<file path="src/rtl/capture_pkg.sv">
// Shared types and defaults for the frame-capture sequencer.
package capture_pkg;

   localparam int COUNT_BITS_DEFAULT     = 8;
   localparam int GAP_BITS_DEFAULT       = 16;
   localparam int ARM_CYCLES_DEFAULT     = 2;
   localparam int TIMEOUT_CYCLES_DEFAULT = 65535;

   typedef enum logic [2:0] {
      IDLE,
      ARM,
      CAPTURE,
      GAP,
      ERROR
   } capture_state_e;

   function automatic int max_int(input int a, input int b);
      return (a > b) ? a : b;
   endfunction

endpackage

</file>
<file path="src/rtl/rise_detect.sv">
// Single-register rising-edge detector; a level held high yields one pulse.
module rise_detect (
   input  logic clk_i,
   input  logic reset_i,
   input  logic level_i,
   output logic rise_o
);

   logic prev_q;

   always_ff @(posedge clk_i) begin
      if (reset_i) begin
         prev_q <= 1'b0;
      end else begin
         prev_q <= level_i;
      end
   end

   assign rise_o = level_i & ~prev_q;

endmodule

</file>
<file path="src/rtl/capture_controller.sv">
// Frame-capture sequencer: arms the sensor, counts frames, inserts gaps.
// Optional per-frame timeout enabled by defining FRAME_TIMEOUT_EN.
module capture_controller
   import capture_pkg::*;
#(
   parameter int COUNT_BITS     = COUNT_BITS_DEFAULT,
   parameter int GAP_BITS       = GAP_BITS_DEFAULT,
   parameter int ARM_CYCLES     = ARM_CYCLES_DEFAULT,
   parameter int TIMEOUT_CYCLES = TIMEOUT_CYCLES_DEFAULT
) (
   input  logic                  clk_i,
   input  logic                  reset_i,
   input  logic                  start_i,
   input  logic                  stop_i,
   input  logic                  continuous_i,
   input  logic [COUNT_BITS-1:0] frame_count_i,
   input  logic [GAP_BITS-1:0]   gap_cycles_i,
   input  logic                  sensor_frame_finished_i,
   output logic                  sensor_reset_o,
   output logic                  busy_o,
   output logic                  frame_done_o,
   output logic                  capture_done_o,
   output logic [COUNT_BITS-1:0] frames_captured_o,
   output logic                  error_o,
   output capture_state_e        state_o
);

   localparam int CNT_BITS = max_int(max_int(GAP_BITS, $clog2(TIMEOUT_CYCLES + 1)),
                                     $clog2(ARM_CYCLES + 1));
   localparam logic [CNT_BITS-1:0]   ARM_LOAD  = CNT_BITS'(ARM_CYCLES - 1);
   localparam logic [COUNT_BITS-1:0] COUNT_MAX = '1;
`ifdef FRAME_TIMEOUT_EN
   localparam logic [CNT_BITS-1:0]   TIMEOUT_LOAD = CNT_BITS'(TIMEOUT_CYCLES - 1);
`endif

   capture_state_e        state_q, state_d;
   logic [CNT_BITS-1:0]   cnt_q, cnt_d;
   logic [COUNT_BITS-1:0] remaining_q, remaining_d;
   logic [COUNT_BITS-1:0] frames_q, frames_d;
   logic [GAP_BITS-1:0]   gap_q, gap_d;
   logic                  cont_q, cont_d;
   logic                  stop_pending_q, stop_pending_d;
   logic                  sensor_reset_q, sensor_reset_d;
   logic                  busy_q, busy_d;
   logic                  frame_done_q, frame_done_d;
   logic                  capture_done_q, capture_done_d;
   logic                  start_ok;
   logic                  frame_edge;
`ifdef FRAME_TIMEOUT_EN
   logic                  error_q, error_d;
`endif

   rise_detect u_rise_detect (
      .clk_i   (clk_i),
      .reset_i (reset_i),
      .level_i (sensor_frame_finished_i),
      .rise_o  (frame_edge)
   );

   // cnt_q is one down-counter shared by the ARM hold, the GAP hold and the timeout.
   always_comb begin
      state_d        = state_q;
      cnt_d          = cnt_q;
      remaining_d    = remaining_q;
      frames_d       = frames_q;
      gap_d          = gap_q;
      cont_d         = cont_q;
      stop_pending_d = stop_pending_q;
      frame_done_d   = 1'b0;
      capture_done_d = 1'b0;
`ifdef FRAME_TIMEOUT_EN
      error_d        = error_q;
`endif
      start_ok = start_i & ~stop_i & (continuous_i | (frame_count_i != '0));

      case (state_q)
         IDLE, ERROR: begin
            if (start_ok) begin
               state_d        = ARM;
               cnt_d          = ARM_LOAD;
               remaining_d    = frame_count_i;
               cont_d         = continuous_i;
               gap_d          = gap_cycles_i;
               frames_d       = '0;
               stop_pending_d = 1'b0;
`ifdef FRAME_TIMEOUT_EN
               error_d        = 1'b0;
`endif
            end
         end
         ARM: begin
            if (stop_i) begin
               state_d        = IDLE;
               capture_done_d = 1'b1;
            end else if (cnt_q == '0) begin
               state_d = CAPTURE;
`ifdef FRAME_TIMEOUT_EN
               cnt_d   = TIMEOUT_LOAD;
`endif
            end else begin
               cnt_d = cnt_q - CNT_BITS'(1);
            end
         end
         GAP: begin
            if (stop_i) begin
               state_d        = IDLE;
               capture_done_d = 1'b1;
            end else if (cnt_q == '0) begin
               state_d = ARM;
               cnt_d   = ARM_LOAD;
            end else begin
               cnt_d = cnt_q - CNT_BITS'(1);
            end
         end
         CAPTURE: begin
            if (frame_edge) begin
               frame_done_d = 1'b1;
               if (frames_q != COUNT_MAX) frames_d = frames_q + COUNT_BITS'(1);
               if (!cont_q) remaining_d = remaining_q - COUNT_BITS'(1);
               // A stop arriving on the edge cycle still ends the run with this frame.
               if ((!cont_q && (remaining_q == COUNT_BITS'(1))) || stop_pending_q || stop_i) begin
                  state_d        = IDLE;
                  capture_done_d = 1'b1;
                  stop_pending_d = 1'b0;
               end else if (gap_q == '0) begin
                  state_d = ARM;
                  cnt_d   = ARM_LOAD;
               end else begin
                  state_d = GAP;
                  cnt_d   = CNT_BITS'(gap_q - GAP_BITS'(1));
               end
            end
`ifdef FRAME_TIMEOUT_EN
            else if (cnt_q == '0) begin
               state_d        = ERROR;
               error_d        = 1'b1;
               stop_pending_d = 1'b0;
            end else begin
               cnt_d = cnt_q - CNT_BITS'(1);
               if (stop_i) stop_pending_d = 1'b1;
            end
`else
            else if (stop_i) begin
               stop_pending_d = 1'b1;
            end
`endif
         end
         default: state_d = IDLE;
      endcase

      sensor_reset_d = (state_d != CAPTURE);
      busy_d         = (state_d != IDLE) && (state_d != ERROR);
   end

   always_ff @(posedge clk_i) begin
      if (reset_i) begin
         state_q        <= IDLE;
         cnt_q          <= '0;
         remaining_q    <= '0;
         frames_q       <= '0;
         gap_q          <= '0;
         cont_q         <= 1'b0;
         stop_pending_q <= 1'b0;
         sensor_reset_q <= 1'b1;
         busy_q         <= 1'b0;
         frame_done_q   <= 1'b0;
         capture_done_q <= 1'b0;
      end else begin
         state_q        <= state_d;
         cnt_q          <= cnt_d;
         remaining_q    <= remaining_d;
         frames_q       <= frames_d;
         gap_q          <= gap_d;
         cont_q         <= cont_d;
         stop_pending_q <= stop_pending_d;
         sensor_reset_q <= sensor_reset_d;
         busy_q         <= busy_d;
         frame_done_q   <= frame_done_d;
         capture_done_q <= capture_done_d;
      end
   end

`ifdef FRAME_TIMEOUT_EN
   always_ff @(posedge clk_i) begin
      if (reset_i) begin
         error_q <= 1'b0;
      end else begin
         error_q <= error_d;
      end
   end
   assign error_o = error_q;
`else
   assign error_o = 1'b0;
`endif

   assign sensor_reset_o    = sensor_reset_q;
   assign busy_o            = busy_q;
   assign frame_done_o      = frame_done_q;
   assign capture_done_o    = capture_done_q;
   assign frames_captured_o = frames_q;
   assign state_o           = state_q;

endmodule

</file>
<file path="config.mk">
export PLATFORM = sky130hd
export DESIGN_NAME = capture_controller
export DESIGN_NICKNAME = d
export VERILOG_FILES = /design/src/rtl/capture_pkg.sv /design/src/rtl/rise_detect.sv /design/src/rtl/capture_controller.sv
export SDC_FILE = /design/constraint.sdc
export NUM_CORES = 1
export LEC_CHECK = 0
export BUFFER_PORTS_ARGS = -buffer_cell sky130_fd_sc_hd__buf_2
export CORE_ASPECT_RATIO = 0.9
export CORE_MARGIN = 1.5
export CORE_UTILIZATION = 55
export DETAILED_ROUTE_END_ITERATION = 7
export PLACE_DENSITY_LB_ADDON = 0.05
export REMOVE_ABC_BUFFERS = 1
export SETUP_SLACK_MARGIN = 0.2
export SLEW_MARGIN = 25
export SYNTH_ARGS = -nofsm -noshare
export SYNTH_HDL_FRONTEND = slang
export SYNTH_HIERARCHICAL = 1
export SYNTH_SLANG_ARGS = --single-unit
</file>
<file path="constraint.sdc">
create_clock -name clk_i -period 6 [get_ports clk_i]
set_input_delay 0.3 -clock clk_i [delete_from_list [all_inputs] [get_ports clk_i]]
set_output_delay 0.3 -clock clk_i [all_outputs]
set_load 0.01 [all_outputs]
</file>
# [Yosys cells after proc, flatten, opt, wreduce, memory -nomap -nowiden]
# Cells that the tools add are included.
[totals] wordCells=97 reg_bits=58
[op_classes] eq_ne=18 n_addsub=4 n_mux=36 bitwise_logic=7 reduce_logical=20
[ops] op="$mux W16" n=8
[ops] op="$pmux W16 S4" n=1
[ops] op="$mux W8" n=6
[ops] op="$logic_not A16 Y1" n=2
[ops] op="$pmux W8 S2" n=2
[ops] op="$sub A16 B1 Y16 const B" n=2
[ops] op="$mux W3" n=6
[ops] op="$ne A2 B2 Y1 const B" n=8
[ops] op="$pmux W3 S4" n=1
[ops] op="$reduce_and A4 Y1" n=3
[ops] op="$ne A3 B3 Y1 const B" n=3
[ops] op="$add A8 B1 Y8 const B" n=1
[ops] op="$eq A8 B1 Y1 const B" n=1
[ops] op="$mux W1" n=8
[ops] op="$ne A8 B8 Y1 const B" n=1
[ops] op="$reduce_bool A8 Y1" n=1
[ops] op="$sub A8 B1 Y8 const B" n=1
[ops] op="$reduce_and A7 Y1" n=1
[ops] op="$eq A3 B2 Y1 const B" n=2
[ops] op="$reduce_or A2 Y1" n=3
[ops] op="$mux W2" n=2
[ops] op="$pmux W1 S2" n=2
[ops] op="$reduce_bool A4 Y1" n=1
[ops] op="$and A1 B1 Y1" n=3
[ops] op="12 further kinds" n=16

# [Depth between registers and ports, before layout]
# Gate-level depths: netlist of run 1.
[logic_depth] ltp_word=9 ltp_mapped=10

# [By module]
# The synthesis of run 1 kept the hierarchy.
[by_module_without_submodules] module="capture_controller" n_inst=1 seq_area_each_um2=1141.1 area_each_um2=3234.4 cells_each=413
[by_module_without_submodules] module="rise_detect" n_inst=1 seq_area_each_um2=20.0 area_each_um2=47.5 cells_each=3

# [Worst setup path after synthesis of run 1]
# No wires, ideal clock.
[synth_timing] path_type="reg2reg" startpoint="register gap_q[0]" endpoint="register cnt_q[10]" n_path_buf=0 t_required_ns=5.927 slack_ns=3.712 t_arrival_ns=2.215 setup_time_ns=0.073 stages_incl_launch_ff=9 cell_sequence="dfxtp_1 inv_1 ha_1 or4b_4 or2_4 or4_4 xor2_1 o221a_1 nor3_2"
[synth_between] elab_chain_len=5 elab_cells_between_ends=6 cone_classes="add/sub (1); mux (4); reduce/logical (1)"
[synth_lines] item="start, declared" line_no="capture_controller.sv:40" source="logic [GAP_BITS-1:0] gap_q, gap_d;"
[synth_lines] item="start signal, assigned" line_no="capture_controller.sv:173" source="gap_q <= gap_d;"
[synth_lines] item="$sub A16 B1 Y16 or $logic_not A16 Y1 (tied branches)" line_no="capture_controller.sv:130, capture_controller.sv:125"
[synth_lines] item="$mux W16 *" line_no="capture_controller.sv:125" source="end else if (gap_q == '0) begin"
[synth_lines] item="$mux W16 *" line_no="capture_controller.sv:121" source="if ((!cont_q && (remaining_q == COUNT_BITS'(1))) || stop_pending_q || stop_i) begin"
[synth_lines] item="$mux W16 *" line_no="capture_controller.sv:116" source="if (frame_edge) begin"
[synth_lines] item="$pmux W16 S4 *" line_no="capture_controller.sv:76" source="case (state_q)"
[synth_lines] item="end signal, assigned" line_no="capture_controller.sv:170" source="cnt_q <= cnt_d;"
[synth_lines] item="end, declared" line_no="capture_controller.sv:37" source="logic [CNT_BITS-1:0] cnt_q, cnt_d;"
# Mark *: on every way between the ends. The rest lies on a longest branch, timed or not. The select of a mux whose other input is x is not followed.
# A chain may end at the register's enable or synchronous reset.

# [Worst setup path after layout of run 1]
[layout_timing] startpoint="register cnt_q[0]" endpoint="register cnt_q[1]"
[layout_between] elab_chain_len=4 elab_cells_between_ends=9 cone_classes="add/sub (1); eq/ne (1); mux (5); reduce/logical (2)"
[layout_lines] item="$sub A16 B1 Y16 or $logic_not A16 Y1 (tied branches)"
[layout_lines] item="$mux W16, on equally long branches" line_no="capture_controller.sv:108, capture_controller.sv:95"
[layout_lines] item="$mux W16, on equally long branches" line_no="capture_controller.sv:105, capture_controller.sv:92"
[layout_lines] item="$pmux W16 S4" line_no="capture_controller.sv:76"
# Several ways; a longest one is shown, not always the timed one. The select of a mux whose other input is x is not followed.

==> results of run 1 <==
state kept, by name, indices dropped and copies added (netlist names):
| register | count |
|---|---|
| cnt_q | 16 |
| gap_q | 16 |
| frames_captured_o | 8 |
| remaining_q | 8 |
| state_o | 3 |
| busy_o | 1 |
| capture_done_o | 1 |
| cont_q | 1 |
| frame_done_o | 1 |
| sensor_reset_o | 1 |
| stop_pending_q | 1 |
| u_rise_detect/prev_q | 1 |
layout make-up:
cell class	instances	area [µm²]
Fill cell	545	1994
Clock buffer	11	141.4
Timing Repair Buffer	46	235.2
Inverter	13	48.80
Clock inverter	5	77.57
Sequential cell	58	1161
Tap cell	70	87.58
Multi-Input combinational cell	324	1979
cell usage in the layout (no fill, tap or decap), types with 3 or more instances in the layout:
cell,Yosys,routed
nand2b_1,4,4
nor2_1,64,64
xnor2_1,8,8
o21ai_1,18,18
nor2b_1,4,4
a31oi_1,8,7
mux2i_1,17,17
or3_1,6,6
buf_2,4,44
o21ai_0,17,17
or4_1,4,4
ha_1,7,7
inv_1,13,13
nand2_1,30,30
clkbuf_8,0,10
nor4_1,7,7
dfxtp_1,58,58
nand3_1,9,9
a21oi_1,34,34
nor3_1,19,19
xor2_1,8,8
a2bb2oi_1,3,3
worst register-to-register path, cell delays in order, from the launching register on:
cell and delay [ps]:
dfxtp_1 340, inv_1 120, ha_1 160, or4b_1 460
nor3_1 420, a31o_1 610, o22ai_1 190, nor2_1 180
a211oi_1 80
stage by stage:
stage | instance area [µm²] | hold WS, ps | worst slack [ps] | std cells
final | 3731 | 192.5 | 3278 | 527
after CTS | 3731 | 180.8 | 3325 | 527
after detailed placement | 3512 | 480.1 | 3336 | 511
after global placement | 3512 | 472.5 | 3460 | 511
after floorplan | 3183 | 364.3 | 2616 | 395
after global routing | 3731 | 193.9 | 2965 | 527
power by group through the flow:
stage | sequential, mW | clock [mW] | combinational (mW)
final | 0.425 | 0.401 | 0.236
after detailed placement | 0.434 | 0 | 0.231
after global routing | 0.429 | 0.421 | 0.263
after CTS | 0.425 | 0.408 | 0.232
after floorplan | 0.430 | 0 | 0.170
after global placement | 0.433 | 0 | 0.228
kinds of logic after synthesis:
group | Yosys count | synth area share
buf+inv | 34 | 0.04499
other cells | 1 | 0.001143
xor+xnor | 16 | 0.04270
compound gates | 108 | 0.1998
fa+ha+maj | 7 | 0.02669
mux | 18 | 0.05528
flops | 58 | 0.3538
simple gates | 174 | 0.2756
metal layers:
metal / vias up / wire length, µm
met5: - / 0
met1: 1381 / 3815
met3: 15 / 502
li1: 1569 / -
met4: 0 / 129
met2: 106 / 3358
worst max-delay path by stage:
stage,depth (start not counted),slack [ps],to,start
2_1_floorplan,6,2620,cnt_q[10],state_o[1]
3_3_place_gp,7,3460,cnt_q[10],state_o[1]
3_5_place_dp,8,3340,cnt_q[6],cnt_q[0]
4_1_cts,8,3330,cnt_q[6],cnt_q[0]
5_1_grt,8,2960,cnt_q[6],cnt_q[0]
6_report,8,3280,cnt_q[1],cnt_q[0]
==> impl_metrics.csv, run 1 <==
group,metric,value,unit
yosys,netlist_top_cells_area,"dfxtp_1 35%, nor2_1 7.3%, a21oi_1 5.2%, mux2i_1 5.2%, nand2_1 3.4%",
grt,first_pass_grt_wire_length,13.35,mm
grt,grt_use_met1,0.3703,
drt,route.detailed.drc,0,
drt,drt_pre_antenna_iters,4,
timing,grt_setup_unrepaired,"false",
clock_tree,ctsResizeCount,0,
yosys,ys_dominant_reg_cell,"dfxtp_1",
clock_tree,postCtsSetupBuffers,0,
yosys,synth_top_area_cell,"dfxtp_1",
pwr,clock_power_share,0.377,
pwr,leakage,1.497,nW
pwr,power_frac_seq,0.401,
timing,timing.max_slew.rel_slack,0.4201,
grt,grt_overflow,0,
setup_path,worst_r2r_startpoint,"cnt_q[0]",
yosys,synth_warnings,6,
grt,via_count_of_the_first_global_routing_pass,2852,
timing,clock.fmax,367.4,MHz
pwr,power.net_switching,0.3204,mW
pwr,sw_frac_of_total,0.3018,
clock_tree,root_buffer,"clkbuf_8",
clock_tree,numClockSinks,58,
placed_design,io_buffer_count,44,
timing,setup_viol,0,
grt,met3_usage,0.06501,
setup_path,crit_path_top_delay_cell,"a31o_1",
die,die_area,6440,µm²
layout,fin_util,0.6517,
setup_path,worst_r2r_path_depth,8,
drt,vias_per_cell,5.827,
die,top_level_ports,46,
setup_path,criticalPathCategory,"flip-flop to flip-flop",
clock_tree,cts_hold_repair.buffers,0,
layout,synthToLayoutAreaGrowth,13.69,%
setup_path,worst-endpoint-arrival,2920,ps
setup_path,worst-path-max-fanout,19,
die,rows,26,
pwr,irDropWorstVdd,0.0002573,V
placed_design,place_hpwl,5.495,mm
drt,postRouteAntennaNets,0,
timing,maxSlewViolCount,0,
drt,route.detailed.wl_per_inst,14.81,µm
setup_path,reg2reg_slack,3280,ps
setup_path,timing.critical_path.required,6200,ps
die,die-height,76.29,µm
clock_tree,clock_latency,340,ps
grt,pin_count_of_the_biggest_net_entering_global_routing,51,
setup_path,path_cells,"inv_1 -> ha_1 -> or4b_1 -> nor3_1 -> a31o_1 -> o22ai_1 -> nor2_1 -> a211oi_1",
run,count_of_max_cap_constraint_violations,0,
die,initial_utilization,0.5732,
timing,finClkSkew,7.540,ps
clock_tree,cts_tree,"built",
yosys,yosys.cell_count.top_type,"nor2_1",
pwr,totalPowerFinal,1.061,mW
clock_tree,cts-buffers-inserted,9,
layout,fraction_of_layout_cells_with_a_size_suffix_above_1,0.1663,
yosys,yosysSeqAreaShare,0.3538,
grt,grt_util_all_layers,0.2551,
clock_tree,clkTransAtPathRegs,70,ps
yosys,postSynthCellCount,416,
timing,final_critical_period,2722,ps
setup_path,slowest_delay,610,ps
yosys,syn_area,3282,µm²
timing,hold_violations,0,
die,core-area,5725,µm²
drt,routed_wl,7.805,mm
pwr,p_int,0.7411,mW
timing,final.period_utilization,0.4536,
pwr,power_per_cell_area,284.5,nW/µm²
yosys,postSynth.asyncResetShare,0,
yosys,postSynthRegisterBits,58,
drt,initial_detailed_routing_violation_count,262,
yosys,post_synth_most_frequent_cells,"64 x nor2_1, 58 x dfxtp_1, 34 x a21oi_1",
hold_path,min_delay_worst_endpoint,"gap_q[4]",
layout,fin_nets,489,
outcome,run_status,"completed",
clock_tree,cts-root-to-sink-buffers,2,
drt,via_count,3071,
clock_tree,clock_tree.htree_level_count,3,
grt,grt_busiest_layer,"met1",
yosys,avg_cell_area_syn,7.889,µm²
setup_path,worst_setup_path_start_kind,"flip-flop",
hold_path,timing.hold.worst.start,"gap_cycles_i[4]",
setup_path,worst_path_dominant_cell_family,"simple AND/OR/NAND/NOR gates",
grt,grt.met2_usage,0.3632,
setup_path,buffers_plus_inverters_on_the_worst_setup_path,1,
grt,antenna_found_initial,0,
hold_path,hold-path-cell-count,3,
yosys,yosysTopAreaCellShare,0.3538,
yosys,synth_edf_count,0,
die,die_w,84.43,µm
setup_path,rr_endpoint,"cnt_q[1]",
timing,tightest_pin_transition,845.6,ps
layout,antennaDiodeCount,0,
pwr,comb_power_share,0.222,
hold_path,worst_hold_path_type,"primary input to flip-flop",
yosys,synthDistinctLibCells,65,
timing,setup_total_negative_slack,0,ps
placed_design,gpl_wtd_cong,0.9292,
setup_path,type_of_element_capturing_the_critical_path,"flip-flop",
Note: power is estimated with default switching activity, not from simulation.
==> inputs of run 2 (changes only) <==
--- a/config.mk
+++ b/config.mk
@@ -5,6 +5,7 @@
 export SDC_FILE = /design/constraint.sdc
 export NUM_CORES = 1
 export LEC_CHECK = 0
+export ABC_AREA = 1
 export BUFFER_PORTS_ARGS = -buffer_cell sky130_fd_sc_hd__buf_2
 export CORE_ASPECT_RATIO = 0.9
 export CORE_MARGIN = 1.5
==> constraint.sdc (replaced) <==
create_clock -name clk_i -period 2.8 [get_ports clk_i]
set_input_delay 0.14 -clock clk_i [delete_from_list [all_inputs] [get_ports clk_i]]
set_output_delay 0.14 -clock clk_i [all_outputs]
set_load 0.01 [all_outputs]
==> run 2 against run 1 <==
Effect of this change: highest routed layer unchanged; worst hold slack got worse by 120 ps; sequential share of layout area fell by 3.1 points; non-clock buffer count rose by 5; maximum frequency rose by 25%; critical endpoint is now remaining_q[4]; design area rose by 11%; register-to-register slack got worse by 2600 ps; combinational power rose by 140%; clock-buffer cell count fell by 1; die area rose by 11%; sequential power rose by 120%; clock power rose by 89%; sequential cell count did not move.
==> impl_metrics.csv, run 2 <==
group,metric,value,unit
drt,routed_wl,9.587,mm
yosys,yosysTopAreaCellShare,0.3170,
yosys,synth_edf_count,0,
grt,grt_overflow,0,
placed_design,place_hpwl,6.918,mm
yosys,synthDistinctLibCells,29,
hold_path,worst_hold_path_type,"primary input to flip-flop",
layout,fin_nets,670,
setup_path,type_of_element_capturing_the_critical_path,"flip-flop",
grt,grt_util_all_layers,0.2835,
drt,initial_detailed_routing_violation_count,205,
die,die-height,80.42,µm
yosys,avg_cell_area_syn,6.186,µm²
timing,finClkSkew,4.525,ps
yosys,netlist_top_cells_area,"dfxtp_1 32%, nand2_1 13%, nor2_1 9.0%, nand3_1 8.6%, a21oi_1 7.5%",
drt,drt_pre_antenna_iters,4,
setup_path,worst-endpoint-arrival,2450,ps
pwr,leakage,1.968,nW
layout,most_common_cell_after_layout_fill_and_taps_aside,"nand2_1",
clock_tree,postCtsSetupBuffers,0,
timing,final_critical_period,2171,ps
yosys,yosys.cell_count.top_type,"nand2_1",
yosys,postSynthCellCount,592,
yosys,postSynthRegisterBits,58,
timing,tightest_pin_transition,831.7,ps
clock_tree,root_buffer,"clkbuf_8",
pwr,totalPowerFinal,2.255,mW
die,core-area,6516,µm²
clock_tree,clock_latency,340,ps
layout,antennaDiodeCount,0,
layout,synthToLayoutAreaGrowth,13.05,%
yosys,yosysSeqAreaShare,0.3170,
clock_tree,numClockSinks,58,
die,die_w,89.02,µm
setup_path,worst_setup_path_start_kind,"flip-flop",
timing,clock.fmax,460.7,MHz
clock_tree,ctsResizeCount,0,
timing,timing.max_slew.rel_slack,0.4449,
setup_path,worst-path-max-fanout,14,
die,die_area,7158,µm²
timing,hold_violations,0,
drt,via_count,3887,
die,rows,28,
setup_path,timing.critical_path.required,3080,ps
yosys,syn_area,3662,µm²
outcome,run_status,"completed",
clock_tree,clock_tree.htree_level_count,3,
placed_design,post_dp_cell_area,3945,µm²
yosys,postSynth.asyncResetShare,0,
yosys,synth_top_area_cell,"dfxtp_1",
timing,setup_viol,0,
placed_design,gpl_wtd_cong,0.9346,
drt,route.detailed.drc,0,
grt,first_pass_grt_wire_length,15.64,mm
layout,fraction_of_layout_cells_with_a_size_suffix_above_1,0.1144,
grt,pin_count_of_the_biggest_net_entering_global_routing,31,
clock_tree,cts-root-to-sink-buffers,2,
timing,grt_setup_unrepaired,"false",
yosys,ys_dominant_reg_cell,"dfxtp_1",
layout,final_area,4140,µm²
yosys,post_synth_most_frequent_cells,"129 x nand2_1, 88 x nor2_1, 67 x inv_1",
drt,postRouteAntennaNets,0,
pwr,irDropWorstVdd,0.0002719,V
layout,fin_util,0.6354,
pwr,power_per_cell_area,544.6,nW/µm²
drt,route.detailed.wl_per_inst,13.17,µm
placed_design,io_buffer_count,44,
die,top_level_ports,46,
grt,via_count_of_the_first_global_routing_pass,3453,
clock_tree,cts_tree,"built",
die,initial_utilization,0.5620,
timing,maxSlewViolCount,0,
yosys,synth_warnings,6,
timing,setup_total_negative_slack,0,ps
timing,final.period_utilization,0.7752,
layout,layout_top_registers,"cnt_q x16, gap_q x16",
clock_tree,clkTransAtPathRegs,70,ps
setup_path,criticalPathCategory,"flip-flop to flip-flop",
grt,antenna_found_initial,0,
drt,vias_per_cell,5.339,
run,count_of_max_cap_constraint_violations,0,
clock_tree,cts-buffers-inserted,9,
layout,most_used_cells_in_the_layout_excluding_fill_and_tap_cells,"129 x nand2_1, 88 x nor2_1, 67 x inv_1",
==> run 2: cell types whose count changed after synthesis, moves of 7 or more <==
cell     change
o21ai_1     -14
a31oi_1      -8
o21ai_0     +21
nand4_1     +17
nand2_1     +99
inv_1       +54
nor4_1       -7
mux2i_1     -17
a21oi_1     +21
nor2_1      +24
nand3_1     +54
nor3_1      -12
==> run 2: area by class of cell <==
class | instances | area, µm²
Multi-Input combinational cell | 444 | 2147
Sequential cell | 58 | 1161
Fill cell | 664 | 2376
Inverter | 69 | 259.0
Tap cell | 90 | 112.6
Timing Repair Buffer | 51 | 275.3
Clock inverter | 6 | 57.56
Clock buffer | 10 | 127.6
==> run 2: logic make-up after synthesis <==
family	after synthesis	synth area share
AND/OR/NAND/NOR	318	0.3782
AO/OA/AOI/OAI	101	0.1425
buffers and inverters	90	0.09669
flip-flops	58	0.3170
XOR/XNOR	17	0.04066
adder cells (fa/ha/maj)	7	0.02391
other	1	0.001024
==> run 2: metal layers <==
layer	vias up	wire length, µm	share of wire	GRT usage
met3	16	445	0.046	0.06783
met1	1742	4393	0.46	0.3520
met4	0	140	0.015	0.07692
met5	-	0	0	0
li1	2008	-	-	-
met2	121	4607	0.48	0.4879
==> run 2: repair_timing <==
action	CTS	global route
setup endpoints to repair	0	0
hold endpoints to repair	1	0
hold buffers	1	0
==> run 2: power by group <==
group	leakage, nW	internal [mW]	switching (mW)
Clock	0.0958	0.405	0.351
Sequential	0.474	0.874	0.0491
Combinational	1.40	0.196	0.380
==> run 2: through the flow <==
stage,instances,setup WS [ps],hold slack [ps]
3_5_place_dp,711,660.8,361.6
6_report,728,629.4,73.33
2_1_floorplan,571,552.8,209.1
3_3_place_gp,711,778.9,353.5
4_1_cts,728,648.7,63.52
5_1_grt,728,384.6,93.43
==> run 2: path summary, 6_finish.rpt <==
kind               startpoint  slack, ps              to  cells past startpoint
max                state_o[1]        630  remaining_q[4]                      9
min          gap_cycles_i[10]         70       gap_q[10]                      3
max reg2reg        state_o[1]        630  remaining_q[4]                      9
min reg2reg    stop_pending_q        480  stop_pending_q                      2
==> run 2: critical path: stages (launching register included) <==
cell and delay [ps]:
dfxtp_1 420, inv_2 100, nor3_4 290, buf_4 250
nor2_1 100, a21oi_1 270, nand3_2 280, o21ai_0 260
inv_1 60, nor2_1 80
==> inputs of run 3 (changes only) <==
==> constraint.sdc (replaced) <==
create_clock -name clk_i -period 2.1 [get_ports clk_i]
set_input_delay 0.105 -clock clk_i [delete_from_list [all_inputs] [get_ports clk_i]]
set_output_delay 0.105 -clock clk_i [all_outputs]
set_load 0.01 [all_outputs]
==> run 3 against run 2 <==
Effect of this change: critical path depth is 1 higher; power increased by 43%; die area stayed put; highest routed layer unchanged; largest cell class unchanged; largest power group unchanged; global-route usage is 0.10 points lower; non-clock buffer count increased by 5.
==> impl_metrics.csv, run 3 (same netlist as run 2, synthesis figures left out) <==
group,metric,value,unit
layout,fin_nets,676,
clock_tree,root_buffer,"clkbuf_8",
grt,via_count_of_the_first_global_routing_pass,3392,
setup_path,criticalPathCategory,"flip-flop to flip-flop",
clock_tree,cts-root-to-sink-buffers,2,
pwr,leakage,2.013,nW
layout,fin_util,0.6575,
drt,via_count,3947,
placed_design,gpl_wtd_cong,0.9679,
grt,grt.met2_usage,0.4902,
die,die-height,80.42,µm
clock_tree,clock_latency,350,ps
die,die_area,7158,µm²
clock_tree,numClockSinks,58,
layout,fraction_of_layout_cells_with_a_size_suffix_above_1,0.1382,
drt,vias_per_cell,5.377,
grt,grt_overflow,0,
drt,postRouteAntennaNets,0,
die,core-area,6516,µm²
setup_path,worst-path-max-fanout,8,
drt,route.detailed.drc,0,
die,die_w,89.02,µm
pwr,power_per_cell_area,751.4,nW/µm²
grt,antenna_found_initial,0,
outcome,run_status,"completed",
layout,antennaDiodeCount,0,
drt,routed_wl,9.826,mm
drt,route.detailed.wl_per_inst,13.39,µm
grt,first_pass_grt_wire_length,15.73,mm
timing,clock.fmax,558.1,MHz
timing,setup_viol,0,
die,rows,28,
layout,final_area,4284,µm²
timing,finClkSkew,17.99,ps
layout,fillCellCount,635,
timing,grt_setup_unrepaired,"true",
placed_design,post_dp_cell_area,3960,µm²
setup_path,worst_setup_path_start_kind,"flip-flop",
timing,final.period_utilization,0.8532,
setup_path,type_of_element_capturing_the_critical_path,"flip-flop",
clock_tree,cts-buffers-inserted,9,
layout,most_common_cell_after_layout_fill_and_taps_aside,"nand2_1",
run,count_of_max_cap_constraint_violations,0,
drt,drt_pre_antenna_iters,4,
die,top_level_ports,46,
layout,synthToLayoutAreaGrowth,16.98,%
clock_tree,clock_tree.htree_level_count,3,
setup_path,timing.critical_path.required,2320,ps
layout,most_used_cells_in_the_layout_excluding_fill_and_tap_cells,"127 x nand2_1, 86 x nor2_1, 66 x inv_1",
clock_tree,clkTransAtPathRegs,80,ps
timing,maxSlewViolCount,0,
grt,pin_count_of_the_biggest_net_entering_global_routing,35,
pwr,totalPowerFinal,3.219,mW
timing,hold_violations,0,
grt,met3_usage,0.07091,
placed_design,io_buffer_count,44,
grt,grt_busiest_layer,"met2",
drt,initial_detailed_routing_violation_count,304,
grt,grt_util_all_layers,0.2825,
pwr,irDropWorstVdd,0.0004319,V
timing,final_critical_period,1792,ps
clock_tree,cts_tree,"built",
layout,layout_top_registers,"cnt_q x16, gap_q x16",
die,initial_utilization,0.5620,
grt,grt_use_met1,0.3523,
placed_design,place_hpwl,7.021,mm
hold_path,worst_hold_path_type,"primary input to flip-flop",
setup_path,worst-endpoint-arrival,2010,ps
[run 3: routing by layer]
metal / part of all wire / vias to the layer above
met3: 0.053 / 13
met2: 0.49 / 121
met4: 0.015 / 0
li1: - / 2021
met5: 0 / -
met1: 0.45 / 1792
[run 3: area by class of cell]
type	count	area, µm²	share of cell area
clock inverters	6	90.09	0.02103
inverters	69	262.8	0.06133
well taps	90	112.6	0.02629
repair buffers	56	325.3	0.07593
repair inverters	1	7.507	0.001752
multi-input cells	444	2186	0.5102
clock buffers	10	137.6	0.03213
flip-flops and latches	58	1162	0.2713
[run 3: worst paths after layout]
path | startpoint | endpoint | slack (ps) | depth (start not counted)
hold / removal | gap_cycles_i[9] | gap_q[9] | 30 | 3
setup reg to reg | state_o[1] | cnt_q[8] | 310 | 10
setup / recovery | state_o[1] | cnt_q[8] | 310 | 10
hold reg to reg | stop_pending_q | stop_pending_q | 470 | 2
[run 3: metrics by stage]
step | std cells | setup TNS, ps | setup WS [ps] | hold slack, ps
after floorplan | 571 | -2058 | -147.2 | 174.1
after global placement | 713 | 0 | 159.4 | 322.1
after detailed placement | 713 | 0 | 77.01 | 326.6
after CTS | 730 | 0 | 195.1 | 25.84
after global routing | 734 | 0 | 169.6 | 33.85
final | 734 | 0 | 308.2 | 30.39
[run 3: power by group]
group | switching [mW] | total [mW] | internal (mW)
sequential | 0.0671 | 1.23 | 1.17
clock | 0.493 | 1.20 | 0.702
combinational | 0.516 | 0.791 | 0.275
total | 1.08 | 3.22 | 2.14
[run 3: repair_timing]
item / CTS / global route
buffers inserted: 0 / 3
setup endpoints to repair: 11 / 32
hold buffers: 1 / 0
pin swaps: 0 / 1
hold endpoints to repair: 1 / 0
gates resized for setup: 2 / 10
gates cloned: 0 / 1
[run 3: worst max-delay path, cell delays in order (launching register included)]
cell and delay, ps:
dfxtp_2 400, inv_2 90, nor3_4 190, inv_2 120, nor2_1 130, nand3_2 150
nand2_2 150, buf_12 120, clkinvlp_4 150, nand3_1 110, a21oi_1 70
